<file path="src/rtl/mc_control_pkg.sv">
// Shared definitions for the TSC multi-cycle control slice: ISA opcode and
// function codes, FSM state encoding, datapath mux select encodings and the
// instruction-class flags produced by mc_decode.
// Optional feature macro: DMA_GRANT_EN (adds the BG bus-grant state).
package mc_control_pkg;

  localparam int WORD_SIZE = 16;

  // Opcodes (IR[15:12])
  localparam logic [3:0] BNE_OP = 4'd0;
  localparam logic [3:0] BEQ_OP = 4'd1;
  localparam logic [3:0] BGZ_OP = 4'd2;
  localparam logic [3:0] BLZ_OP = 4'd3;
  localparam logic [3:0] ADI_OP = 4'd4;
  localparam logic [3:0] ORI_OP = 4'd5;
  localparam logic [3:0] LHI_OP = 4'd6;
  localparam logic [3:0] LWD_OP = 4'd7;
  localparam logic [3:0] SWD_OP = 4'd8;
  localparam logic [3:0] JMP_OP = 4'd9;
  localparam logic [3:0] JAL_OP = 4'd10;
  localparam logic [3:0] ALU_OP = 4'd15;

  // Function codes (IR[5:0]) under ALU_OP
  localparam logic [5:0] FUNC_ADD = 6'd0;
  localparam logic [5:0] FUNC_SUB = 6'd1;
  localparam logic [5:0] FUNC_AND = 6'd2;
  localparam logic [5:0] FUNC_ORR = 6'd3;
  localparam logic [5:0] FUNC_NOT = 6'd4;
  localparam logic [5:0] FUNC_TCP = 6'd5;
  localparam logic [5:0] FUNC_SHL = 6'd6;
  localparam logic [5:0] FUNC_SHR = 6'd7;
  localparam logic [5:0] FUNC_JPR = 6'd25;
  localparam logic [5:0] FUNC_JRL = 6'd26;
  localparam logic [5:0] FUNC_WWD = 6'd28;
  localparam logic [5:0] FUNC_HLT = 6'd29;

  typedef enum logic [2:0] {
    ST_IF   = 3'd0,
    ST_ID   = 3'd1,
    ST_EX   = 3'd2,
    ST_MEM  = 3'd3,
    ST_WB   = 3'd4,
    ST_HALT = 3'd5
`ifdef DMA_GRANT_EN
    ,
    ST_BG   = 3'd6
`endif
  } state_t;

  typedef enum logic [1:0] {
    PC_SRC_ALU    = 2'd0,
    PC_SRC_ALUOUT = 2'd1,
    PC_SRC_JUMP   = 2'd2,
    PC_SRC_RS     = 2'd3
  } pc_src_t;

  typedef enum logic {
    SRC_A_PC = 1'b0,
    SRC_A_RS = 1'b1
  } alu_src_a_t;

  typedef enum logic [1:0] {
    SRC_B_RT  = 2'd0,
    SRC_B_ONE = 2'd1,
    SRC_B_IMM = 2'd2
  } alu_src_b_t;

  typedef enum logic [1:0] {
    DST_RT = 2'd0,
    DST_RD = 2'd1,
    DST_R2 = 2'd2
  } reg_dst_t;

  typedef enum logic [1:0] {
    M2R_ALUOUT = 2'd0,
    M2R_MDR    = 2'd1,
    M2R_PC     = 2'd2
  } mem_to_reg_t;

  // At most one flag is set; all clear means an undefined encoding (NOP).
  typedef struct packed {
    logic is_rtype;
    logic is_imm;
    logic is_lwd;
    logic is_swd;
    logic is_branch;
    logic is_jmp;
    logic is_jal;
    logic is_jpr;
    logic is_jrl;
    logic is_wwd;
    logic is_hlt;
  } inst_class_t;

endpackage

</file>
<file path="src/rtl/mc_decode.sv">
// Combinational opcode/func_code to instruction-class decode for mc_control.
module mc_decode
  import mc_control_pkg::*;
(
  input  logic [3:0]  opcode,
  input  logic [5:0]  func_code,
  output inst_class_t cls
);

  // Map the current IR fields onto one instruction-class flag
  always_comb begin
    cls = '0;
    case (opcode)
      BNE_OP, BEQ_OP, BGZ_OP, BLZ_OP: cls.is_branch = 1'b1;
      ADI_OP, ORI_OP, LHI_OP:         cls.is_imm    = 1'b1;
      LWD_OP:                         cls.is_lwd    = 1'b1;
      SWD_OP:                         cls.is_swd    = 1'b1;
      JMP_OP:                         cls.is_jmp    = 1'b1;
      JAL_OP:                         cls.is_jal    = 1'b1;
      ALU_OP: begin
        case (func_code)
          FUNC_ADD, FUNC_SUB, FUNC_AND, FUNC_ORR,
          FUNC_NOT, FUNC_TCP, FUNC_SHL, FUNC_SHR: cls.is_rtype = 1'b1;
          FUNC_JPR:                               cls.is_jpr   = 1'b1;
          FUNC_JRL:                               cls.is_jrl   = 1'b1;
          FUNC_WWD:                               cls.is_wwd   = 1'b1;
          FUNC_HLT:                               cls.is_hlt   = 1'b1;
          default:                                ;
        endcase
      end
      default: ;
    endcase
  end

endmodule

</file>
<file path="src/rtl/mc_control.sv">
// Multi-cycle control FSM for the 16-bit TSC core. Sequences the shared ALU
// through IF/ID/EX/MEM/WB, drives datapath muxes/enables and handshakes with
// unified memory via mem_req/mem_ack. Counts retired instructions.
// Optional feature macro: DMA_GRANT_EN adds dma_req/dma_grant and a BG state
// that defers new memory accesses while DMA owns the bus.
module mc_control
  import mc_control_pkg::*;
#(
  parameter int CNT_WIDTH = 16
) (
  input  logic                 clk,
  input  logic                 Reset_N,
  input  logic [3:0]           opcode,
  input  logic [5:0]           func_code,
  input  logic                 bcond,
  input  logic                 mem_ack,
  output logic                 mem_req,
  output logic                 mem_write,
  output logic                 i_or_d,
  output logic                 ir_write,
  output logic                 pc_write,
  output logic [1:0]           pc_src,
  output logic                 alu_src_a,
  output logic [1:0]           alu_src_b,
  output logic [3:0]           alu_opcode,
  output logic [5:0]           alu_func,
  output logic                 reg_write,
  output logic [1:0]           reg_dst,
  output logic [1:0]           mem_to_reg,
  output logic                 wwd_valid,
  output logic                 is_halted,
`ifdef DMA_GRANT_EN
  input  logic                 dma_req,
  output logic                 dma_grant,
`endif
  output logic [CNT_WIDTH-1:0] num_inst
);

  state_t      state;
  state_t      nxt;
  state_t      nxt_fsm;
  logic        count;
  inst_class_t cls;
`ifdef DMA_GRANT_EN
  state_t      pend_state;
`endif

  mc_decode u_decode (
    .opcode    (opcode),
    .func_code (func_code),
    .cls       (cls)
  );

  // State register and retired-instruction counter; reset wins over a count
  always_ff @(posedge clk) begin
    // NOTE: sequential state uses non-blocking (<=) so every flop samples pre-edge values.
    if (!Reset_N) begin
      state    <= ST_IF;
      num_inst <= '0;
    end else begin
      state    <= nxt;
      num_inst <= num_inst + CNT_WIDTH'(count);
    end
  end

`ifdef DMA_GRANT_EN
  // Remember which access was deferred so BG can resume it
  always_ff @(posedge clk) begin
    if (!Reset_N) begin
      pend_state <= ST_IF;
    end else if (nxt == ST_BG && state != ST_BG) begin
      pend_state <= nxt_fsm;
    end
  end
`endif

  // Next-state and Moore outputs; EX branch pc_write and IF latch enables follow inputs
  always_comb begin
    // NOTE: every output gets a default first, so no path through the case can infer a latch.
    nxt_fsm    = state;
    nxt        = state;
    count      = 1'b0;
    mem_req    = 1'b0;
    mem_write  = 1'b0;
    i_or_d     = 1'b0;
    ir_write   = 1'b0;
    pc_write   = 1'b0;
    pc_src     = PC_SRC_ALU;
    alu_src_a  = SRC_A_PC;
    alu_src_b  = SRC_B_RT;
    alu_opcode = 4'd0;
    alu_func   = 6'd0;
    reg_write  = 1'b0;
    reg_dst    = DST_RT;
    mem_to_reg = M2R_ALUOUT;
    wwd_valid  = 1'b0;
    is_halted  = 1'b0;
`ifdef DMA_GRANT_EN
    dma_grant  = 1'b0;
`endif

    case (state)
      ST_IF: begin
        mem_req    = 1'b1;
        alu_opcode = ADI_OP;
        alu_src_b  = SRC_B_ONE;
        if (mem_ack) begin
          ir_write = 1'b1;
          pc_write = 1'b1;
          nxt_fsm  = ST_ID;
        end
      end

      ST_ID: begin
        // PC+imm is latched into ALUOut as the branch target for EX
        alu_opcode = ADI_OP;
        alu_src_b  = SRC_B_IMM;
        nxt_fsm    = ST_EX;
        if (cls.is_jmp || cls.is_jal) begin
          pc_write = 1'b1;
          pc_src   = PC_SRC_JUMP;
          count    = 1'b1;
          nxt_fsm  = ST_IF;
          if (cls.is_jal) begin
            reg_write  = 1'b1;
            reg_dst    = DST_R2;
            mem_to_reg = M2R_PC;
          end
        end
      end

      ST_EX: begin
        alu_opcode = opcode;
        alu_func   = func_code;
        alu_src_a  = SRC_A_RS;
        if (cls.is_imm || cls.is_lwd || cls.is_swd) begin
          alu_src_b = SRC_B_IMM;
        end
        if (cls.is_branch) begin
          pc_write = bcond;
          pc_src   = PC_SRC_ALUOUT;
          count    = 1'b1;
          nxt_fsm  = ST_IF;
        end else if (cls.is_jpr || cls.is_jrl) begin
          pc_write = 1'b1;
          pc_src   = PC_SRC_RS;
          count    = 1'b1;
          nxt_fsm  = ST_IF;
          if (cls.is_jrl) begin
            reg_write  = 1'b1;
            reg_dst    = DST_R2;
            mem_to_reg = M2R_PC;
          end
        end else if (cls.is_wwd) begin
          wwd_valid = 1'b1;
          count     = 1'b1;
          nxt_fsm   = ST_IF;
        end else if (cls.is_hlt) begin
          count   = 1'b1;
          nxt_fsm = ST_HALT;
        end else if (cls.is_lwd || cls.is_swd) begin
          nxt_fsm = ST_MEM;
        end else if (cls.is_rtype || cls.is_imm) begin
          nxt_fsm = ST_WB;
        end else begin
          // Undefined encoding retires as a NOP
          count   = 1'b1;
          nxt_fsm = ST_IF;
        end
      end

      ST_MEM: begin
        mem_req   = 1'b1;
        i_or_d    = 1'b1;
        mem_write = cls.is_swd;
        if (mem_ack) begin
          if (cls.is_swd) begin
            count   = 1'b1;
            nxt_fsm = ST_IF;
          end else begin
            nxt_fsm = ST_WB;
          end
        end
      end

      ST_WB: begin
        reg_write  = 1'b1;
        reg_dst    = (opcode == ALU_OP) ? DST_RD : DST_RT;
        mem_to_reg = cls.is_lwd ? M2R_MDR : M2R_ALUOUT;
        count      = 1'b1;
        nxt_fsm    = ST_IF;
      end

      ST_HALT: begin
        is_halted = 1'b1;
        nxt_fsm   = ST_HALT;
      end

`ifdef DMA_GRANT_EN
      ST_BG: begin
        dma_grant = 1'b1;
        nxt_fsm   = dma_req ? ST_BG : pend_state;
      end
`endif

      default: nxt_fsm = ST_IF;
    endcase

    nxt = nxt_fsm;

`ifdef DMA_GRANT_EN
    // Entering IF or MEM starts a new access; park in BG instead while DMA asks for the bus
    if (dma_req && state != ST_BG &&
        ((nxt_fsm == ST_IF && state != ST_IF) || (nxt_fsm == ST_MEM && state != ST_MEM))) begin
      nxt = ST_BG;
    end
`endif

    // A reset cycle abandons the current step: no architectural writes
    if (!Reset_N) begin
      ir_write  = 1'b0;
      pc_write  = 1'b0;
      reg_write = 1'b0;
      wwd_valid = 1'b0;
      count     = 1'b0;
    end
  end

endmodule

</file>
<file path="config.mk">
export PLATFORM = sky130hd
export DESIGN_NAME = mc_control
export DESIGN_NICKNAME = d
export VERILOG_FILES = /design/src/rtl/mc_control_pkg.sv /design/src/rtl/mc_decode.sv /design/src/rtl/mc_control.sv
export SDC_FILE = /design/constraint.sdc
export NUM_CORES = 1
export LEC_CHECK = 0
export ABC_AREA = 1
export CORE_AREA = 2 2 63 65
export CTS_CLUSTER_DIAMETER = 120
export CTS_CLUSTER_SIZE = 10
export DETAILED_ROUTE_END_ITERATION = 12
export DIE_AREA = 0 0 65 67
export GPL_TIMING_DRIVEN = 1
export PLACE_DENSITY = 0.75
export SLEW_MARGIN = 5
export SYNTH_ARGS = -nofsm -noshare
export SYNTH_HDL_FRONTEND = slang
export SYNTH_SLANG_ARGS = --single-unit
export TNS_END_PERCENT = 5
</file>
<file path="constraint.sdc">
create_clock -name clk -period 2 [get_ports clk]
set_clock_uncertainty 0.05 [all_clocks]
set_input_delay 0.4 -clock clk [delete_from_list [all_inputs] [get_ports clk]]
set_output_delay 0.4 -clock clk [all_outputs]
set_load 0.005 [all_outputs]
</file>
; ---- Word-level counts from Yosys, hierarchy flattened
; Index checks and enable logic that the tools add are counted.
[totals]
register_bits = 19
latch_bits = 0
mem_bits_rw = 0
rom_bits = 0
out_inout_bits = 43
word_cells = 123
n_memories = 0
[classes]
add_sub_neg = 1
multipliers = 0
n_div = 0
n_lt_le_gt_ge = 0
n_eq_ne = 29
shift = 0
muxes = 76
bitwise = 0
n_reduce_logical = 15
[ops]
columns = op, n
row1 = 1-bit two-way mux, 46
row2 = 3-bit two-way mux, 9
row3 = "6-bit by 3-bit equality test with 1-bit output, second input constant", 4
row4 = "6-bit by 5-bit equality test with 1-bit output, second input constant", 4
row5 = 2-bit two-way mux, 10
row6 = 2-bit case mux with 3 select lines, 3
row7 = 16-bit by 1-bit adder with 16-bit output, 1
row8 = "4-bit by 3-bit equality test with 1-bit output, second input constant", 4
row9 = "4-bit equality test, second input constant", 4
row10 = 3-bit case mux with 5 select lines, 1
row11 = "6-bit by 2-bit equality test with 1-bit output, second input constant", 2
row12 = "4-bit by 2-bit equality test with 1-bit output, second input constant", 2
row13 = 4-bit case mux with 2 select lines, 1
row14 = 8-bit OR reduction, 1
row15 = "3-bit by 2-bit equality test with 1-bit output, second input constant", 2
row16 = "3-bit equality test, second input constant", 2
row17 = "6-bit by 1-bit equality test with 1-bit output, second input constant", 1
row18 = 6-bit zero test, 1
row19 = 1-bit logical OR, 6
row20 = 6-bit two-way mux, 1
row21 = 1-bit case mux with 3 select lines, 2
row22 = "4-bit by 1-bit equality test with 1-bit output, second input constant", 1
row23 = 4-bit zero test, 1
row24 = 4-bit two-way mux, 1
row25 = other kinds (9), 11

; ---- Longest topological paths before layout
; Gate-level depths: netlist of the first run.
[logic_depth]
ltp_word = 14
mapped_depth = 16
ltp_nobuf = 16

; ---- Modules after synthesis
; A second synthesis of the first run with hierarchy kept.
[unflattened]
hier_cells = 266
area_unflattened_um2 = 1483.9
[by_module_without_submodules]
columns = mod, instances, cells_each, area_per_inst_um2, seq_area_each_um2
row1 = mc_control, 1, 230, 1331.3, 380.4
row2 = mc_decode, 1, 36, 152.6, 0.0

; ---- Worst setup path after synthesis of the first run
; Ideal clock, no wire load.
[synth_path]
path_type = input-to-reg
start = input opcode[2]
end = register num_inst[12]
t_arrival_ns = 1.905
setup_slack_ns = -0.068
path_stages = 16
n_path_buf = 0
path_cell_list = inv_1 > nand2_1 > inv_1 > nand3_1 > nor2_1 > nor2_1 > a21oi_1 > ha_1 > ha_1 > nand2_2 > nor2_4 > nand4_2 > nor2_2 > nand2_1 > nand2_1 > nor2_1
[synth_between]
elab_chain_len = 13
[synth_rtl]
columns = item, line
row1 = "start, declared", mc_control.sv:13  ; input logic [3:0] opcode,
row2 = 4-bit by 3-bit equality test with 1-bit output, mc_decode.sv:13  ; case (opcode)
row3 = 3-bit OR reduction, mc_decode.sv:13
row4 = 1-bit two-way mux, mc_decode.sv:13
row5 = 1-bit logical OR, mc_control.sv:163  ; end else if (cls.is_rtype || cls.is_imm) begin
row6 = 1-bit two-way mux, mc_control.sv:163
row7 = 1-bit two-way mux, mc_control.sv:161  ; end else if (cls.is_lwd || cls.is_swd) begin
row8 = 1-bit two-way mux, mc_control.sv:158  ; end else if (cls.is_hlt) begin
row9 = 1-bit two-way mux, mc_control.sv:154  ; end else if (cls.is_wwd) begin
row10 = 1-bit two-way mux, mc_control.sv:144  ; end else if (cls.is_jpr || cls.is_jrl) begin
row11 = 1-bit two-way mux, mc_control.sv:139  ; if (cls.is_branch) begin
row12 = 1-bit case mux with 4 select lines *, mc_control.sv:102  ; case (state)
row13 = 1-bit two-way mux *, mc_control.sv:220  ; if (!Reset_N) begin
row14 = 16-bit by 1-bit adder with 16-bit output *, mc_control.sv:62  ; num_inst <= num_inst + CNT_WIDTH'(count);
row15 = "end signal, assigned", mc_control.sv:62
row16 = "end, declared", mc_control.sv:36  ; output logic [CNT_WIDTH-1:0] num_inst
; Every way passes the cells marked *; elsewhere a longest branch is shown, timed or not.
; A chain may end at the register's enable or synchronous reset.

; ---- Worst setup path in the final report of the first run
[layout_path]
start = register state[0]
end = output reg_dst[0]
[layout_between]
elab_chain_len = 2
[layout_rtl]
columns = item, line
row1 = "start, declared", mc_control.sv:39  ; state_t state;
row2 = "start signal, assigned", mc_control.sv:61  ; state <= nxt;
row3 = 3-bit equality test (tied with other cells), mc_control.sv:102
row4 = 2-bit case mux with 3 select lines *, mc_control.sv:102
row5 = "end, declared", mc_control.sv:28  ; output logic [1:0] reg_dst,
; Marked as above.

==> reports/metrics.cfg, run 1 <==
[synthesis]
yosysTopAreaCellShare_pct = 27.2
synth-seq-area-share_pct = 27.2
ys_top_cells_by_area = dfxtp_1 27%, nand2_1 15%, nor2_1 11%
synth_nets = 253
synth.distinct_cells = 29
yosys_warnings = 0
yosysTopAreaCell = dfxtp_1
synth-seq-cells = 19
postSynthAreaPerCell_sq_um = 5.91
synthesis.instances = 237
synth_area_sq_um = 1400

[critical_path]
critPathLaunch = state[0]
max_stage_delay_ns = 0.52
worstPathArrival_ns = 1.69
path_class = reg -> out
required_ns = 1.55
end_kind = output pin
cp_slowest_cell = clkdlybuf4s50_1
cp_max_fo = 5
start_kind = flip-flop
reg2reg_from = state[1]
path_cells = nor2_1 -> nand2_1 -> buf_4 -> nor3_1 -> clkdlybuf4s50_1

[die]
num_rows = 22
die-height_um = 67
core_sq_um = 3610
die_w_um = 65
start_util_pct = 38.8
num_io_pins = 57
dieArea_sq_um = 4360

[place]
dp_hpwl_um = 3620
dpl.cell_count = 379
place.port_buffers = 56
gp_congestion = 0.863
placed_area_sq_um = 2370

[detailed_routing]
routed_wl_um = 4580
drtPass1Iterations = 4
num_vias = 1853
wl_per_cell_um = 11.9
drt_iter0_drc = 79
drc = 0
ant_nets = 0
vias_per_cell = 4.84

[clock_network]
clock-sinks = 19
numCtsBuffers = 3
cts_max_path_buffers = 2
cts_tree = built
cts_root_buffer = clkbuf_8
ctsHtreeMaxLevel = 1
postCtsSetupBuffers = 0
holdBufCountCts = 0
clk_pin_slew_worst_paths_ns = 0.07
clk_latency_ns = 0.25

[final_layout]
fin_nets = 352
area_delta_synth_final_pct = 75.3
stdcell_count = 383
antenna_cells = 0
drive_gt1_share_pct = 29.0
fillers = 326
stdcell_area_sq_um = 2450
register_area_sq_um = 389
multi_input_area_sq_um = 971

[timing]
maxSlewViolCount = 0
hold_viol = 0
fin_ws_ns = -0.138
worstMarginPinSlew_ns = 0.316
post-route-min-period_ns = 2.14
slew_headroom_pct = 78.9
fmax_ghz = 0.468
finalCritPeriodShare_pct = 107
setup_viol = 8
rsz0062_at_grt = yes

[grt]
antenna_found_initial = 0
grt_pass1_vias = 1736
grt_max_degree = 15
grt_usage_pct = 21.5
gr-total-overflow = 0
grt_pass1_wl_um = 7460

[pwr]
p_per_area_nw_per_um2 = 422
irDropWorstVdd_mv = 0.481
power_leakage_uw = 0.00120

[min_path]
hp-start = num_inst[15]
min_path_type = reg -> reg

[status]
violations = setup timing
outcome = finished with violations

[flow_run]
max_cap_violations = 0

-- layer usage --
layer  routed length (um)  up-vias  track usage [%]
li1                     -      949                -
met4                   75        0             4.26
met2                 2400       53             39.6
met5                    0        -                0
met1                 1920      841             26.1
met3                  184       10             3.89
-- cells in the final DEF (no fill, tap or decap), types with 4 or more instances in the layout --
cell type,netlist,layout
nand2_1,55,52
buf_4,1,40
nor2_1,41,36
inv_1,37,30
clkdlybuf4s50_1,0,25
dlygate4sd2_1,0,21
a21oi_1,18,16
dfxtp_1,19,16
nand3_1,13,11
nand4_1,9,9
nor2_2,4,6
nor3_1,6,6
inv_2,2,5
nor2_4,2,5
o21ai_0,8,5
buf_2,2,5
nand2_4,0,4
-- cells in the mapped netlist (all sizes together) --
cell type  number
or2             2
nand4          10
nand3b          1
o211ai          1
clkinv          1
clkbuf          1
a21oi          18
ha              2
dfxtp          19
nor3b           1
nand2          59
inv            39
buf             3
nand3          15
nor2           47
nor3            7
o21ai           9
o21a            1
o22ai           1
-- final cells by class --
class | count | share of cell area (%)
timing repair buffer | 98 | 33.7
inverter | 40 | 6.63
sequential | 19 | 15.9
tap | 48 | 2.45
multi-input combinational | 174 | 39.6
clock buffer | 4 | 1.83
-- path summary, 6_finish.rpt --
check                           slack [ns]  depth (start not counted)           end
worst min register to register        0.43                          2  num_inst[15]
worst max-delay path                 -0.14                          5    reg_dst[0]
worst max register to register       -0.07                         15  num_inst[12]
worst min-delay path                  0.43                          2  num_inst[15]
-- logic make-up after synthesis --
group	Yosys count	share of synthesized area [%]
AOI/OAI and AO/OA	30	11.2
and+or+nand+nor	142	47.6
adders and majority gates	2	1.79
buffers and inverters	44	12.2
DFF	19	27.2
-- power breakdown --
group	leakage (uW)	internal (uW)	switching [uW]	total (uW)
Clock	0.0000228	142	125	267
Sequential	0.000155	389	12.8	402
Combinational	0.00102	196	172	368
Total	0.00120	726	310	1040
-- critical path, delay by kind of cell, from the launching register on --
family / cells / cell delay (ns)
buffers and inverters: 2 / 0.67
AND/OR/NAND/NOR: 3 / 0.39
flip-flops: 1 / 0.37
-- what timing repair did --
action	CTS	global route
pin swaps	4	9
resized for setup	58	22
setup endpoints to repair	39	23
-- state kept, by name (all words and copies together) (netlist names) --
register and flops:
num_inst 16, state 3
-- metrics by stage --
step | worst slack, ns | utilization (%) | TNS, ns | hold WS, ns | power, uW
6_report | -0.138 | 68.1 | -0.504 | 0.426 | 1040
5_1_grt | -0.243 | 68.1 | -2.37 | 0.454 | 1090
4_1_cts | -0.181 | 67.4 | -0.760 | 0.426 | 1040
3_5_place_dp | -0.760 | 65.9 | -16.50 | 0.415 | 788
3_3_place_gp | -0.687 | 65.9 | -15.16 | 0.412 | 781
2_1_floorplan | 0.000144 | - | 0 | 0.418 | 549
No activity file was read; power rests on OpenSTA's default activity.
==> inputs of run 2 (changes only) <==
--- a/config.mk
+++ b/config.mk
@@ -6,13 +6,14 @@
 export NUM_CORES = 1
 export LEC_CHECK = 0
 export ABC_AREA = 1
-export CORE_AREA = 2 2 63 65
+export CORE_AREA = 2 2 54 56
 export CTS_CLUSTER_DIAMETER = 120
 export CTS_CLUSTER_SIZE = 10
 export DETAILED_ROUTE_END_ITERATION = 12
-export DIE_AREA = 0 0 65 67
+export DIE_AREA = 0 0 56 58
+export DONT_BUFFER_PORTS = 1
 export GPL_TIMING_DRIVEN = 1
-export PLACE_DENSITY = 0.75
+export PLACE_DENSITY = 0.71
 export SLEW_MARGIN = 5
 export SYNTH_ARGS = -nofsm -noshare
 export SYNTH_HDL_FRONTEND = slang
==> run 2 against run 1 <==
Effect of this change: the run now ends clean; count of clock-buffer cells in the layout stayed put; core utilization is 3.8 points lower; final area decreased by 30%.
==> reports/metrics.cfg, run 2 (same netlist as run 1, synthesis figures left out) <==
[place]
placed_area_sq_um = 1640
place.port_buffers = 0
dpl.cell_count = 285
dp_hpwl_um = 2720
gp_congestion = 0.869

[die]
num_rows = 19
die_w_um = 56
dieArea_sq_um = 3250
core_sq_um = 2660
num_io_pins = 57
die-height_um = 58
start_util_pct = 52.6

[critical_path]
worstPathArrival_ns = 2.13
path_class = reg -> reg
reg2reg_from = state[0]
start_kind = flip-flop
max_stage_delay_ns = 0.40
cp_max_fo = 5
path_cells = nand2_2 -> nor2_2 -> nand3_1 -> nand2_1 -> nor2_1 -> a21oi_2 -> ha_2 -> ha_4 -> nand2_4 -> nor2_4 -> nand2_2 -> o21ai_0 -> a21oi_1
end_kind = flip-flop
cp_slowest_cell = dfxtp_2
critPathLaunch = state[0]
critical-path-top-delay-family = simple AND/OR/NAND/NOR gates
crit_top_cell = nand2_2
path_buf_inv = 0
required_ns = 2.14

[final_layout]
layout_commonest_cell = nand2_1
antenna_cells = 0
drive_gt1_share_pct = 26.4
fillers = 256
largest_register_ffs = 16
stdcell_count = 289
largest-register = num_inst
top_regs = num_inst: 16 flops, state: 3 flops
fin_nets = 275
stdcell_area_sq_um = 1710
final_cell_mix = 50 x nand2_1, 37 x nor2_1, 30 x inv_1, 21 x buf_4, 17 x a21oi_1
area_delta_synth_final_pct = 22.3

[timing]
fmax_ghz = 0.503
maxSlewViolCount = 0
slew_headroom_pct = 78.8
setup_viol = 0
fin_setup_tns_ns = 0
worstMarginPinSlew_ns = 0.318
hold_viol = 0
finalCritPeriodShare_pct = 99.4
post-route-min-period_ns = 1.99
rsz0062_at_grt = yes

[pwr]
irDropWorstVdd_mv = 0.450
p_per_area_nw_per_um2 = 470
power_leakage_uw = 0.000765
total_power_uw = 804

[min_path]
hp-start = Reset_N
min_path_type = in -> reg

[clock_network]
clock-sinks = 19
cts_root_buffer = clkbuf_4
holdBufCountCts = 0
clk_latency_ns = 0.29
postCtsSetupBuffers = 0
clk_pin_slew_worst_paths_ns = 0.10
cts_max_path_buffers = 2
numCtsBuffers = 3
cts_tree = built
ctsHtreeMaxLevel = 1

[grt]
grt_pass1_vias = 1323
grt_pass1_wl_um = 5750
gr-total-overflow = 0
grt_max_degree = 16
antenna_found_initial = 0
grt_usage_pct = 21.8

[detailed_routing]
drtPass1Iterations = 5
drc = 0
ant_nets = 0
num_vias = 1511
drt_iter0_drc = 87
routed_wl_um = 3490
wl_per_cell_um = 12.1
vias_per_cell = 5.23

[flow_run]
max_cap_violations = 0

[status]
outcome = complete, no violations

-- run 2: cell types whose count changed in the layout (fill, tap and decap cells not counted), moves of 3 or more --
cell,before,now
clkbuf_4,0,3
buf_2,5,0
clkdlybuf4s50_1,25,0
nand2_2,3,6
buf_4,40,21
clkbuf_8,3,0
dlygate4sd2_1,21,0
-- run 2: power breakdown --
part	switching (uW)	total [uW]	internal, uW
registers	13.6	402	388
logic	123	213	89.3
clock network	112	190	77.7
total	249	804	555
-- run 2: worst reg2reg max path: stages, from the launching register on --
cell and delay (ns):
dfxtp_2 0.40, nand2_2 0.07, nor2_2 0.09, nand3_1 0.08, nand2_1 0.06, nor2_1 0.05, a21oi_2 0.12, ha_2 0.21
ha_4 0.15, nand2_4 0.06, nor2_4 0.14, nand2_2 0.10, o21ai_0 0.20, a21oi_1 0.09
-- run 2: path summary, 6_finish.rpt --
| path | end | slack, ns | cells past startpoint |
|---|---|---|---|
| setup / recovery | num_inst[14] | 0.01 | 13 |
| hold / removal | num_inst[0] | 0.14 | 2 |
| setup reg to reg | num_inst[14] | 0.01 | 13 |
| hold reg to reg | num_inst[15] | 0.46 | 2 |
-- run 2: cell type report --
| type | instances | area [sq um] | area share [%] |
|---|---|---|---|
| Sequential cell | 19 | 387 | 22.6 |
| Timing Repair Buffer | 21 | 158 | 9.21 |
| Multi-Input combinational cell | 174 | 942 | 55.0 |
| Inverter | 40 | 160 | 9.36 |
| Clock buffer | 4 | 26.3 | 1.54 |
| Tap cell | 31 | 38.8 | 2.27 |
-- run 2: metal layers --
metal | vias to the layer above | track usage (%) | wire length (um)
met5 | - | 0 | 0
met1 | 673 | 31.3 | 1630
met4 | 0 | 3.74 | 14
met2 | 37 | 32.9 | 1630
met3 | 4 | 6.47 | 220
li1 | 797 | - | -
-- run 2: per-stage QoR --
stage                     setup WS [ns]  util, %  hold slack, ns
final                            0.0126     64.3           0.144
after floorplan                0.000144        -           0.418
after detailed placement         -0.130     61.4           0.451
after global routing             -0.141     64.3           0.141
after global placement          -0.0928     61.4           0.437
after CTS                      0.000664     62.7           0.138
-- run 2: timing repair --
item,in CTS,in global routing
pin swaps,2,4
resized for setup,5,16
endpoints found under the setup margin,10,13
